## config.mk

```make
export PLATFORM = sky130hd
export DESIGN_NAME = ram_port_arbiter_flat
export DESIGN_NICKNAME = d
export VERILOG_FILES = /design/src/rtl/ram_arb_pkg.sv /design/src/rtl/ram_port_arbiter_if.sv /design/src/rtl/ram_port_arbiter_rr_picker.sv /design/src/rtl/ram_port_arbiter.sv /design/src/flat_wrapper.sv
export SDC_FILE = /design/constraint.sdc
export NUM_CORES = 1
export LEC_CHECK = 0
export CAP_MARGIN = 25
export CORE_ASPECT_RATIO = 1.1
export CORE_MARGIN = 2
export CORE_UTILIZATION = 24
export CTS_CLUSTER_DIAMETER = 200
export DETAILED_ROUTE_END_ITERATION = 7
export PLACE_DENSITY_LB_ADDON = 0.15
export SLEW_MARGIN = 15
export SYNTH_ARGS = -nofsm -noshare
export SYNTH_HDL_FRONTEND = slang
export SYNTH_SLANG_ARGS = --single-unit
```

## constraint.sdc

```tcl
create_clock -name clk -period 2.59 [get_ports clk]
set_clock_uncertainty 0.05 [all_clocks]
set_input_delay 0.259 -clock clk [delete_from_list [all_inputs] [get_ports clk]]
set_output_delay 0.259 -clock clk [all_outputs]
set_load 0.01 [all_outputs]
```

## src/rtl/ram_arb_pkg.sv

```systemverilog
// Shared state encoding, widths and ring helper for ram_port_arbiter.
package ram_arb_pkg;

  typedef enum logic {
    IDLE = 1'b0,
    XFER = 1'b1
  } arb_state_e;

  // Beat counter holds 0..lock_max-1 with lock_max up to 15.
  localparam int BEAT_W = 4;
  // Requester index covers up to 8 requesters.
  localparam int IDX_W  = 3;

  // Successor of idx in a ring of n requesters.
  function automatic logic [IDX_W-1:0] ring_next(input logic [IDX_W-1:0] idx, input int n);
    logic [IDX_W-1:0] last_v;
    last_v = IDX_W'(n - 1);
    return (idx == last_v) ? {IDX_W{1'b0}} : idx + {{(IDX_W-1){1'b0}}, 1'b1};
  endfunction

endpackage

```

## src/rtl/ram_port_arbiter_if.sv

```systemverilog
// Requester-side bus of ram_port_arbiter: packed per-requester slices plus shared read data.
interface ram_port_arbiter_if #(
  parameter int data_width    = 8,
  parameter int address_width = 4,
  parameter int num_req       = 2
);

  logic [num_req-1:0]               req;
  logic [num_req-1:0]               we;
  logic [num_req*address_width-1:0] addr;
  logic [num_req*data_width-1:0]    wdata;
  logic [num_req-1:0]               lock;
  logic [num_req-1:0]               gnt;
  logic [num_req-1:0]               rvalid;
  logic [data_width-1:0]            rdata;

  modport master (
    output req, we, addr, wdata, lock,
    input  gnt, rvalid, rdata
  );

  modport slave (
    input  req, we, addr, wdata, lock,
    output gnt, rvalid, rdata
  );

endinterface

```

## src/rtl/ram_port_arbiter_rr_picker.sv

```systemverilog
// rr_picker: combinational round-robin pick starting at ptr; reports one-hot winner and its index.
module rr_picker
  import ram_arb_pkg::*;
#(
  parameter int num_req = 2
) (
  input  logic [num_req-1:0] req,
  input  logic [IDX_W-1:0]   ptr,
  output logic               found,
  output logic [IDX_W-1:0]   idx,
  output logic [num_req-1:0] onehot
);

  logic [IDX_W-1:0] hi_idx_s;
  logic [IDX_W-1:0] lo_idx_s;
  logic             hi_found_s;
  logic             take_hi_s;

  // Lowest requester at or above ptr wins; if none, wrap to the lowest requester overall.
  always_comb begin
    hi_idx_s   = {IDX_W{1'b0}};
    lo_idx_s   = {IDX_W{1'b0}};
    hi_found_s = 1'b0;
    take_hi_s  = 1'b0;
    found      = 1'b0;
    onehot     = '0;
    for (int j = num_req - 1; j >= 0; j--) begin
      take_hi_s  = req[j] && (j >= int'(ptr));
      lo_idx_s   = req[j] ? IDX_W'(j) : lo_idx_s;
      hi_idx_s   = take_hi_s ? IDX_W'(j) : hi_idx_s;
      hi_found_s = hi_found_s | take_hi_s;
      found      = found | req[j];
    end
    idx = hi_found_s ? hi_idx_s : lo_idx_s;
    for (int j = 0; j < num_req; j++) begin
      onehot[j] = found && (idx == IDX_W'(j));
    end
  end

endmodule

```

## src/rtl/ram_port_arbiter.sv

```systemverilog
// ram_port_arbiter: round-robin IDLE/XFER arbiter sharing one RAM among num_req requesters.
// Define RAM_ARB_LOCK_EN to let a locked winner keep the RAM for up to lock_max back-to-back beats.
module ram_port_arbiter
  import ram_arb_pkg::*;
#(
  parameter int data_width    = 8,
  parameter int address_width = 4,
  parameter int num_req       = 2,
  parameter int lock_max      = 4
) (
  input  logic                     clk,
  input  logic                     rst,
  ram_port_arbiter_if.slave        bus,
  output logic                     ram_wr_en,
  output logic                     ram_rd_en,
  output logic [address_width-1:0] ram_wr_addr,
  output logic [address_width-1:0] ram_rd_addr,
  output logic [data_width-1:0]    ram_data_in,
  input  logic [data_width-1:0]    ram_data_out
);

  arb_state_e               state_r;
  logic [IDX_W-1:0]         ptr_r;
  logic [IDX_W-1:0]         winner_r;
  logic [num_req-1:0]       gnt_r;
  logic [num_req-1:0]       rvalid_r;

  logic                     pick_found_s;
  logic [IDX_W-1:0]         pick_idx_s;
  logic [num_req-1:0]       pick_onehot_s;

  logic                     win_we_s;
  logic [address_width-1:0] win_addr_s;
  logic [data_width-1:0]    win_wdata_s;
  logic                     hold_s;

  rr_picker #(
    .num_req (num_req)
  ) u_picker (
    .req    (bus.req),
    .ptr    (ptr_r),
    .found  (pick_found_s),
    .idx    (pick_idx_s),
    .onehot (pick_onehot_s)
  );

  // Route the granted requester's live slices to the RAM; a locked burst picks up each new beat here.
  always_comb begin
    win_we_s    = 1'b0;
    win_addr_s  = '0;
    win_wdata_s = '0;
    for (int i = 0; i < num_req; i++) begin
      win_we_s    = win_we_s | (gnt_r[i] & bus.we[i]);
      win_addr_s  = win_addr_s | (bus.addr[i*address_width +: address_width] & {address_width{gnt_r[i]}});
      win_wdata_s = win_wdata_s | (bus.wdata[i*data_width +: data_width] & {data_width{gnt_r[i]}});
    end
  end

`ifdef RAM_ARB_LOCK_EN
  logic [BEAT_W-1:0] beat_r;
  logic              win_lock_s;
  logic              win_req_s;

  assign win_lock_s = |(gnt_r & bus.lock);
  assign win_req_s  = |(gnt_r & bus.req);
  assign hold_s     = win_lock_s & win_req_s & (beat_r < BEAT_W'(lock_max - 1));

  // Beat counter: advances on each extended beat and clears whenever the burst ends.
  always_ff @(posedge clk) begin
    if (rst) begin
      beat_r <= {BEAT_W{1'b0}};
    end else if (state_r == XFER && hold_s) begin
      beat_r <= beat_r + BEAT_W'(1'b1);
    end else begin
      beat_r <= {BEAT_W{1'b0}};
    end
  end
`else
  logic unused_lock_s;
  assign unused_lock_s = ^{bus.lock, 32'(lock_max)};
  assign hold_s        = 1'b0;
`endif

  // Arbitration FSM; gnt and rvalid are registered alongside the state.
  always_ff @(posedge clk) begin
    if (rst) begin
      state_r  <= IDLE;
      ptr_r    <= {IDX_W{1'b0}};
      winner_r <= {IDX_W{1'b0}};
      gnt_r    <= '0;
      rvalid_r <= '0;
    end else begin
      rvalid_r <= (state_r == XFER && !win_we_s) ? gnt_r : '0;
      case (state_r)
        IDLE: begin
          if (pick_found_s) begin
            state_r  <= XFER;
            winner_r <= pick_idx_s;
            gnt_r    <= pick_onehot_s;
          end else begin
            gnt_r    <= '0;
          end
        end
        XFER: begin
          if (hold_s) begin
            gnt_r    <= gnt_r;
          end else begin
            state_r  <= IDLE;
            ptr_r    <= ring_next(winner_r, num_req);
            gnt_r    <= '0;
          end
        end
        default: begin
          state_r <= IDLE;
          gnt_r   <= '0;
        end
      endcase
    end
  end

  assign bus.gnt     = gnt_r;
  assign bus.rvalid  = rvalid_r;
  assign bus.rdata   = ram_data_out;

  assign ram_wr_en   = (state_r == XFER) & win_we_s;
  assign ram_rd_en   = (state_r == XFER) & ~win_we_s;
  assign ram_wr_addr = win_addr_s;
  assign ram_rd_addr = win_addr_s;
  assign ram_data_in = win_wdata_s;

endmodule

```

## src/flat_wrapper.sv

```systemverilog
// flat-port wrapper written by rule: the top's interface ports become plain ports
module ram_port_arbiter_flat import ram_arb_pkg::*;
#(
  parameter int data_width    = 8,
  parameter int address_width = 4,
  parameter int num_req       = 2,
  parameter int lock_max      = 4
)
  (clk, rst, ram_wr_en, ram_rd_en, ram_wr_addr, ram_rd_addr, ram_data_in, ram_data_out, bus_req, bus_we, bus_addr, bus_wdata, bus_lock, bus_gnt, bus_rvalid, bus_rdata);
  ram_port_arbiter_if #(.data_width(data_width), .address_width(address_width), .num_req(num_req)) bus_i ();
  input  logic clk;
  input  logic rst;
  output logic ram_wr_en;
  output logic ram_rd_en;
  output logic [address_width-1:0] ram_wr_addr;
  output logic [address_width-1:0] ram_rd_addr;
  output logic [data_width-1:0] ram_data_in;
  input  logic [data_width-1:0] ram_data_out;
  input wire logic [$bits(bus_i.req)-1:0] bus_req;
  input wire logic [$bits(bus_i.we)-1:0] bus_we;
  input wire logic [$bits(bus_i.addr)-1:0] bus_addr;
  input wire logic [$bits(bus_i.wdata)-1:0] bus_wdata;
  input wire logic [$bits(bus_i.lock)-1:0] bus_lock;
  output wire logic [$bits(bus_i.gnt)-1:0] bus_gnt;
  output wire logic [$bits(bus_i.rvalid)-1:0] bus_rvalid;
  output wire logic [$bits(bus_i.rdata)-1:0] bus_rdata;
  assign bus_i.req = bus_req;
  assign bus_i.we = bus_we;
  assign bus_i.addr = bus_addr;
  assign bus_i.wdata = bus_wdata;
  assign bus_i.lock = bus_lock;
  assign bus_gnt = bus_i.gnt;
  assign bus_rvalid = bus_i.rvalid;
  assign bus_rdata = bus_i.rdata;
  ram_port_arbiter #(.data_width(data_width), .address_width(address_width), .num_req(num_req), .lock_max(lock_max)) u_core (.clk(clk), .rst(rst), .bus(bus_i), .ram_wr_en(ram_wr_en), .ram_rd_en(ram_rd_en), .ram_wr_addr(ram_wr_addr), .ram_rd_addr(ram_rd_addr), .ram_data_in(ram_data_in), .ram_data_out(ram_data_out));
endmodule
```

Word level (Yosys, flattened, before mapping) --
Index checks and enable logic that the tools add are counted.
Cells by class: add/subtract/negate cells 1, order comparisons 2, equality and inequality tests 2, muxes and demuxes 10, bitwise logic cells 16, reduce and logical (&&, ||, !) cells 9
Operators with widths (count):
- AND 8 bit | 2
- AND 4 bit | 2
- bitwise OR 8 bit | 1
- == test 3 x 1 -> 1 bit, second input constant | 2
- >= comparator 1 x 3 -> 1 bit, first input constant | 2
- 2-to-1 mux 1 bit | 6
- logical AND 1 bit | 5
- AND 1 bit | 4
- bitwise OR 4 bit | 1
- case mux 2 bit (2 select lines) | 1
- adder 3 x 1 -> 3 bit, second input constant | 1
- zero test 3 bit | 1
- 2-to-1 mux 3 bit | 1
- NOT 1 bit | 3
- bitwise OR 1 bit | 3
- 2-to-1 mux 2 bit | 1
- case mux 1 bit (2 select lines) | 1
- AND reduction 2 bit | 1
- OR reduction 2 bit | 1
- zero test 1 bit | 1
Storage, ports and cells: flip-flop bits (word level) 11, input bits 40, output and inout bits 30, word-level logic and storage cells 45

Depth between registers and ports, before layout --
Gate-level depths: netlist of run 1.
depth after elaboration 9, gate-level depth with buffers 3

Hierarchy --
A second synthesis of run 1 with hierarchy kept.
Unflattened totals: cells, all modules 75, area, all modules 681.9 µm²
By module, submodules not included:
- ram_port_arbiter | instances 1, cells each 66, area an instance 626.9 µm², seq. area each 220.2 µm²
- rr_picker | instances 1, cells each 9, area an instance 55.1 µm², seq. area each 0.0 µm²

Worst setup path after synthesis of run 1 --
Ideal clock, no wire load.
path type flip-flop to output port, start register u_core.gnt_r[0], in the netlist u_core.bus.gnt[0], end output port ram_wr_addr[0], data arrival time 972 ps, required time 2281 ps, slack 1309 ps, cell stages (with the launch flop) 4, buffers on the path 2, path through dfxtp_1 > buf_2 > a22o_1 > buf_4
On the way: longest elaborated chain between the ends 2
RTL lines:
- start: declaration | RTL line ram_port_arbiter.sv:25 | logic [num_req-1:0] gnt_r;
- start signal: assignment | RTL line ram_port_arbiter.sv:99 | gnt_r <= pick_onehot_s;
- start signal: assignment | RTL line ram_port_arbiter.sv:106 | gnt_r <= gnt_r;
- AND 4 bit | RTL line ram_port_arbiter.sv:54 | win_addr_s = win_addr_s | (bus.addr[i*address_width +: address_width] & {address_width{gnt_r[i]}});
- bitwise OR 4 bit | RTL line ram_port_arbiter.sv:54
- end: declaration | RTL line flat_wrapper.sv:15 | output logic [address_width-1:0] ram_wr_addr;
Every way passes these cells.

Worst setup path after layout of run 1 --
start register u_core.gnt_r[0], in the netlist u_core.bus.gnt[0], end output port ram_rd_addr[1]
On the way: longest elaborated chain between the ends 2
RTL lines:
- AND 4 bit | RTL line ram_port_arbiter.sv:54
- bitwise OR 4 bit | RTL line ram_port_arbiter.sv:54
- end: declaration | RTL line flat_wrapper.sv:16 | output logic [address_width-1:0] ram_rd_addr;
Every way passes these cells.

==> out/results.txt, run 1 <==
Outcome - finished, final reports clean
Setup CP Type - reg -> out
CTS tree - done
Switching share of power - 24.0%
Worst slew pin tran - 0.246 ns
Unique masters post-synth - 18
Total chip power - 0.000342 W
Hold depth - 1
Synthesized area per cell - 9.18 um^2
Flop pwr share - 35.0%
Worst Reg-to-Reg Cells - 3
Die W - 45.7 um
Initial Utilization - 25.5%
CP Capture Type - output port
Comb pwr share - 36.8%
H-tree level count - 1
Register bit count reported by yosys - 7
Fill count - 172
Arr. time, crit path - 1.59 ns
First drt pass iteration count - 2
Final HPWL DP - 1.14 mm
Synthesized instance count - 50
Global-route wire length before repair - 2.11 mm
Worst path required time - 2.28 ns
Total gr overflow - 0
Total CTS buffers - 3
Largest net degree at the start of global routing - 16
Fin cells - 111
Cell taking the most area after synthesis - dfxtp_1
Area grow syn2layout - 103%
Via density - 4.73
F_max - 0.527 GHz
Commonest non-fill, non-tap cell in the layout - clkdlybuf4s50_1
Crit Path Max Fanout - 8
Synth top area share - 30.5%
Crit start category - flop
Yosys Warn Count - 0
Worst rel slew slack - 83.6%
Ant diodes - 0
Slowest stage delay, CP - 0.53 ns
Final nets - 134
Initial DRC count - 3
CTS root buf - clkbuf_4
Synth area leaders - dfxtp_1 (31%), a22o_1 (23%), buf_4 (20%)
Die H - 49.9 um
Cts repair resizes - 0
Vias in the first global route - 459
Clock latency on the worst-skew pair - 0.25 ns
DR DRC count - 0
Post-CTS Hold Buffers - 0
Clk sinks - 7
Slew Limit Fails - 0
Cell total after placement - 107
# port buffers - 51
Max VDD drop - 0.000280 V
Crit path max-delay cell type - clkdlybuf4s50_1
WL final - 1.43 mm
Clock share of power - 28.3%
Post-synthesis sequential area ratio - 30.5%
Post-route ant nets - 0
Pint - 0.000260 W
Initial antenna violation count - 0
Synth Cell Area - 459 um^2
Setup TNS Final - 0 ns
I/O pin count - 70
Avg WL per Cell - 12.9 um
Power Dens Cells - 366 nW/um^2
CTS Buffer Depth - 2
Crit share post-route - 73.2%
RSZ-0062 raised after global routing - false
Post-CTS Setup Bufs - 0
GPL Wtd Cong - 0.666
Clk slew on worst S/H paths - 0.06 ns
Hold Path Class - reg -> reg
Tmin final - 1.90 ns
GRT Util Overall - 12.5%
Die area - 2280 um^2
Core Area - 1800 um^2
Final setup fails - 0
Max Cap Violations - 0
Syn_nets - 90
FP Rows - 16
Crit-path cells - buf_4 > a22o_1 > clkdlybuf4s50_1
Final Hold Fails - 0
Share of layout cells above drive strength 1 - 9.68%
NetSw - 0.0000820 W
Via count - 525
Most frequent cells in the layout - clkdlybuf4s50_1 (51), a22o_1 (12), dfxtp_1 (7), nand2_1 (3), clkbuf_4 (3)
Leak pwr - 0.365 nW
-- cells by family after synthesis --
logic type	after synthesis	share of synthesized area, %
buffers and inverters	15	22.6
AOI/OAI and AO/OA	19	33.8
DFF	7	30.5
and+or+nand+nor	9	13.1
-- Yosys cell counts --
cell type / number
nor2_2: 1
nand2b_1: 1
buf_4: 12
o211a_1: 1
inv_1: 1
a21oi_1: 1
o21a_1: 1
o21ai_0: 1
a22o_1: 12
a21boi_0: 1
buf_2: 2
and3_2: 1
a211oi_1: 1
nand2_1: 3
nor2_1: 1
and4bb_2: 2
dfxtp_1: 7
o21bai_1: 1
-- power by group through the flow --
| stage | Clock, W | Sequential (W) | Combinational, W |
|---|---|---|---|
| floorplan | 0 | 0.000122 | 0.0000554 |
| global placement | 0 | 0.000122 | 0.000125 |
| detailed placement | 0 | 0.000122 | 0.000126 |
| CTS | 0.000101 | 0.000120 | 0.000127 |
| global route | 0.000107 | 0.000121 | 0.000135 |
| finish | 0.0000966 | 0.000120 | 0.000126 |
-- worst max-delay path, delay by kind of cell, from the launching register on --
kind / cells / cell delay [ns]
AOI/OAI and AO/OA: 1 / 0.16
DFF: 1 / 0.45
buffers and inverters: 2 / 0.73
-- per-stage QoR --
stage	utilization, %	area [um^2]	hold WS [ns]	setup WS [ns]
6_report	51.8	933	0.387	0.694
5_1_grt	51.8	933	0.409	0.543
4_1_cts	51.8	933	0.385	0.657
3_5_place_dp	50.3	907	0.375	0.736
3_3_place_gp	50.3	907	0.373	0.686
2_1_floorplan	-	459	0.287	1.31
-- path summary, 6_finish.rpt --
path	start	slack [ns]	endpoint
worst min-delay path	u_core.winner_r[0]	0.39	u_core.ptr_r[0]
worst max-delay path	u_core.bus.gnt[0]	0.69	ram_rd_addr[1]
worst min register to register	u_core.winner_r[0]	0.39	u_core.ptr_r[0]
worst max register to register	u_core.bus.gnt[1]	1.63	u_core.bus.rvalid[0]
-- state kept, by name (all words and copies together), names as in the netlist --
| register | cells |
|---|---|
| u_core.state_r | 1 |
| u_core.bus.gnt | 2 |
| u_core.ptr_r | 1 |
| u_core.winner_r | 1 |
| u_core.bus.rvalid | 2 |
-- cell type report --
class	count	area [um^2]	area share, %
inverters	1	3.75	0.402
well taps	18	22.5	2.41
flip-flops and latches	7	140	15.0
clock buffers	4	26.3	2.82
repair buffers	53	526	56.3
multi-input cells	28	215	23.1
-- layer usage --
metal  vias up  routed length (um)  global-route usage (%)
met5         -                   0                       0
met4         0                   8                    4.76
met3         2                 215                    5.13
met2        38                 580                    18.8
met1       226                 624                    15.7
li1        259                   -                       -
No activity file was read; power rests on OpenSTA's default activity.
==> run 2: changes to the inputs <==
Settings changed: CORE_UTILIZATION 24 to 22.
Clock period 2.59 ns to 1.82 ns, I/O delays scaled along.
==> run 2 against run 1 <==
  * Count of clock-buffer cells in the layout unchanged
  * Utilization shrank 4.3 points
  * Routed wire length is 0.35% higher
  * Register-to-register slack worse by 0.73 ns
  * Hold slack worse by 0.073 ns
  * Die area rose by 8.3%
  * Sequential cell count is the same
  * Sequential power is 42% higher
  * Global-route usage shrank 0.74 points
  * Clock power up 44%
  * Design area increased by 1.7%
  * Via count grew 1.9%
==> out/results.txt, run 2 (same netlist as run 1, synthesis figures left out) <==
Area grow syn2layout - 107%
Share of layout cells above drive strength 1 - 10.8% (+1.1 points)
Clk sinks - 7 (unchanged)
Final nets - 134 (unchanged)
Largest net degree at the start of global routing - 15 (-1)
Leak pwr - 0.381 nW (+4.5%)
Hold EP - bus_rdata[5]
Post-CTS Hold Buffers - 0 (unchanged)
Worst path required time - 1.59 ns (-0.69 ns)
GRT Util Overall - 11.8% (-0.74 points)
Initial Utilization - 23.0% (-2.5 points)
Crit share post-route - 94.9%
Post-CTS Setup Bufs - 0 (unchanged)
Hold depth - 0 (-1)
F_max - 0.579 GHz
DR DRC count - 0 (unchanged)
FP Rows - 17 (+1)
Critical register-to-register path endpoint - u_core.winner_r[0]
Tmin final - 1.73 ns
Outcome - finished, final reports clean
Die area - 2470 um^2 (+8.3%)
WL final - 1.43 mm (+0.35%)
Arr. time, crit path - 1.49 ns (-0.10 ns)
RR Startpoint - u_core.state_r
Total gr overflow - 0 (unchanged)
Final Hold Fails - 0 (unchanged)
Setup CP Type - reg -> out
Ant diodes - 0 (unchanged)
Commonest non-fill, non-tap cell in the layout - clkdlybuf4s50_1
I/O pin count - 70 (unchanged)
Max VDD drop - 0.000454 V (+62%)
Max Cap Violations - 0 (unchanged)
Setup TNS Final - 0 ns (unchanged)
Crit Path Max Fanout - 9 (+1)
Clock latency on the worst-skew pair - 0.25 ns (about the same)
Global-route wire length before repair - 2.03 mm (-3.9%)
Core Area - 2000 um^2 (+11%)
Total CTS buffers - 3 (unchanged)
Die H - 51.9 um (+4.1%)
Hold Path Origin - ram_data_out[5]
Final worst slack - 0.0934 ns (-0.600 ns)
Most frequent cells in the layout - clkdlybuf4s50_1 (50), a22o_1 (12), dfxtp_1 (6), nand2_1 (3), clkbuf_4 (3)
Crit start category - flop
R2r setup slk - 0.90 ns (-0.73 ns)
Vias in the first global route - 463 (+0.87%)
CTS tree - done
Die W - 47.6 um (+4.1%)
First drt pass iteration count - 3 (+1)
Post-route ant nets - 0 (unchanged)
Slew Limit Fails - 0 (unchanged)
CTS root buf - clkbuf_4
Via count - 535 (+1.9%)
Hold Path Class - in -> out
# port buffers - 51 (unchanged)
CTS Buffer Depth - 2 (unchanged)
Via density - 4.42 (-6.5%)
H-tree level count - 1 (unchanged)
Worst slew pin tran - 0.200 ns (-0.0462 ns)
Avg WL per Cell - 11.8 um (-7.9%)
RSZ-0062 raised after global routing - false
Final HPWL DP - 1.17 mm (+2.2%)
Final setup fails - 0 (unchanged)
Initial DRC count - 1 (-2)
Worst Reg-to-Reg Cells - 3 (unchanged)
Power Dens Cells - 514 nW/um^2 (+40%)
Worst rel slew slack - 86.7% (+3.1 points)
DP Worst Slack - 0.113 ns (-0.624 ns)
GPL Wtd Cong - 0.633 (-4.9%)
CP Capture Type - output port
Clk slew on worst S/H paths - 0.06 ns (about the same)
Initial antenna violation count - 0 (unchanged)
run 2: area by class of cell:
type	count	area [um^2]
flip-flops and latches	7	141
clock buffers	4	26.3
multi-input cells	28	215
inverters	1	3.75
repair buffers	53	528
well taps	28	35.0
fillers	202	1050
run 2: timing repair:
item | CTS | global route
resized for setup | 1 | 1
setup endpoints to repair | 4 | 1
pin swaps | 0 | 0
gates cloned | 0 | 0
run 2: per-stage QoR:
step	hold slack (ns)	util [%]	instance area [um^2]	power, W	cells
2_1_floorplan	0.210	-	459	0.000252	50
3_3_place_gp	0.314	46.0	920	0.000352	117
3_5_place_dp	0.314	46.0	920	0.000354	117
4_1_cts	0.314	47.4	947	0.000499	121
5_1_grt	0.314	47.5	950	0.000525	121
6_report	0.314	47.5	950	0.000488	121
run 2: routing by layer:
layer,vias to the layer above,routed length [um],GRT usage [%]
li1,263,-,-
met1,232,519,10.8
met2,38,688,20.7
met3,2,217,6.94
met4,0,8,4.05
met5,-,0,0
run 2: how the worst max path moves through the flow:
stage	to	slack, ns	cells past startpoint	startpoint
after global routing	ram_wr_addr[2]	0.0004	3	u_core.bus.gnt[1]
after global placement	ram_wr_en	0.13	4	bus_we[1]
final	ram_wr_addr[1]	0.09	3	u_core.bus.gnt[0]
after CTS	ram_rd_addr[1]	0.06	3	u_core.bus.gnt[0]
after detailed placement	ram_wr_en	0.11	4	bus_we[1]
after floorplan	ram_wr_addr[0]	0.62	3	u_core.bus.gnt[0]
run 2: critical path, stage by stage, from the launching register on:
cell and delay, ns:
dfxtp_2 0.38, buf_4 0.18, a22o_1 0.15, clkdlybuf4s50_1 0.53
run 2: power by group:
group | internal, W | leakage [nW] | switching, W
clock network | 0.0000836 | 0.0150 | 0.0000556
logic | 0.000124 | 0.308 | 0.0000546
registers | 0.000162 | 0.0578 | 0.00000823
total | 0.000370 | 0.381 | 0.000118
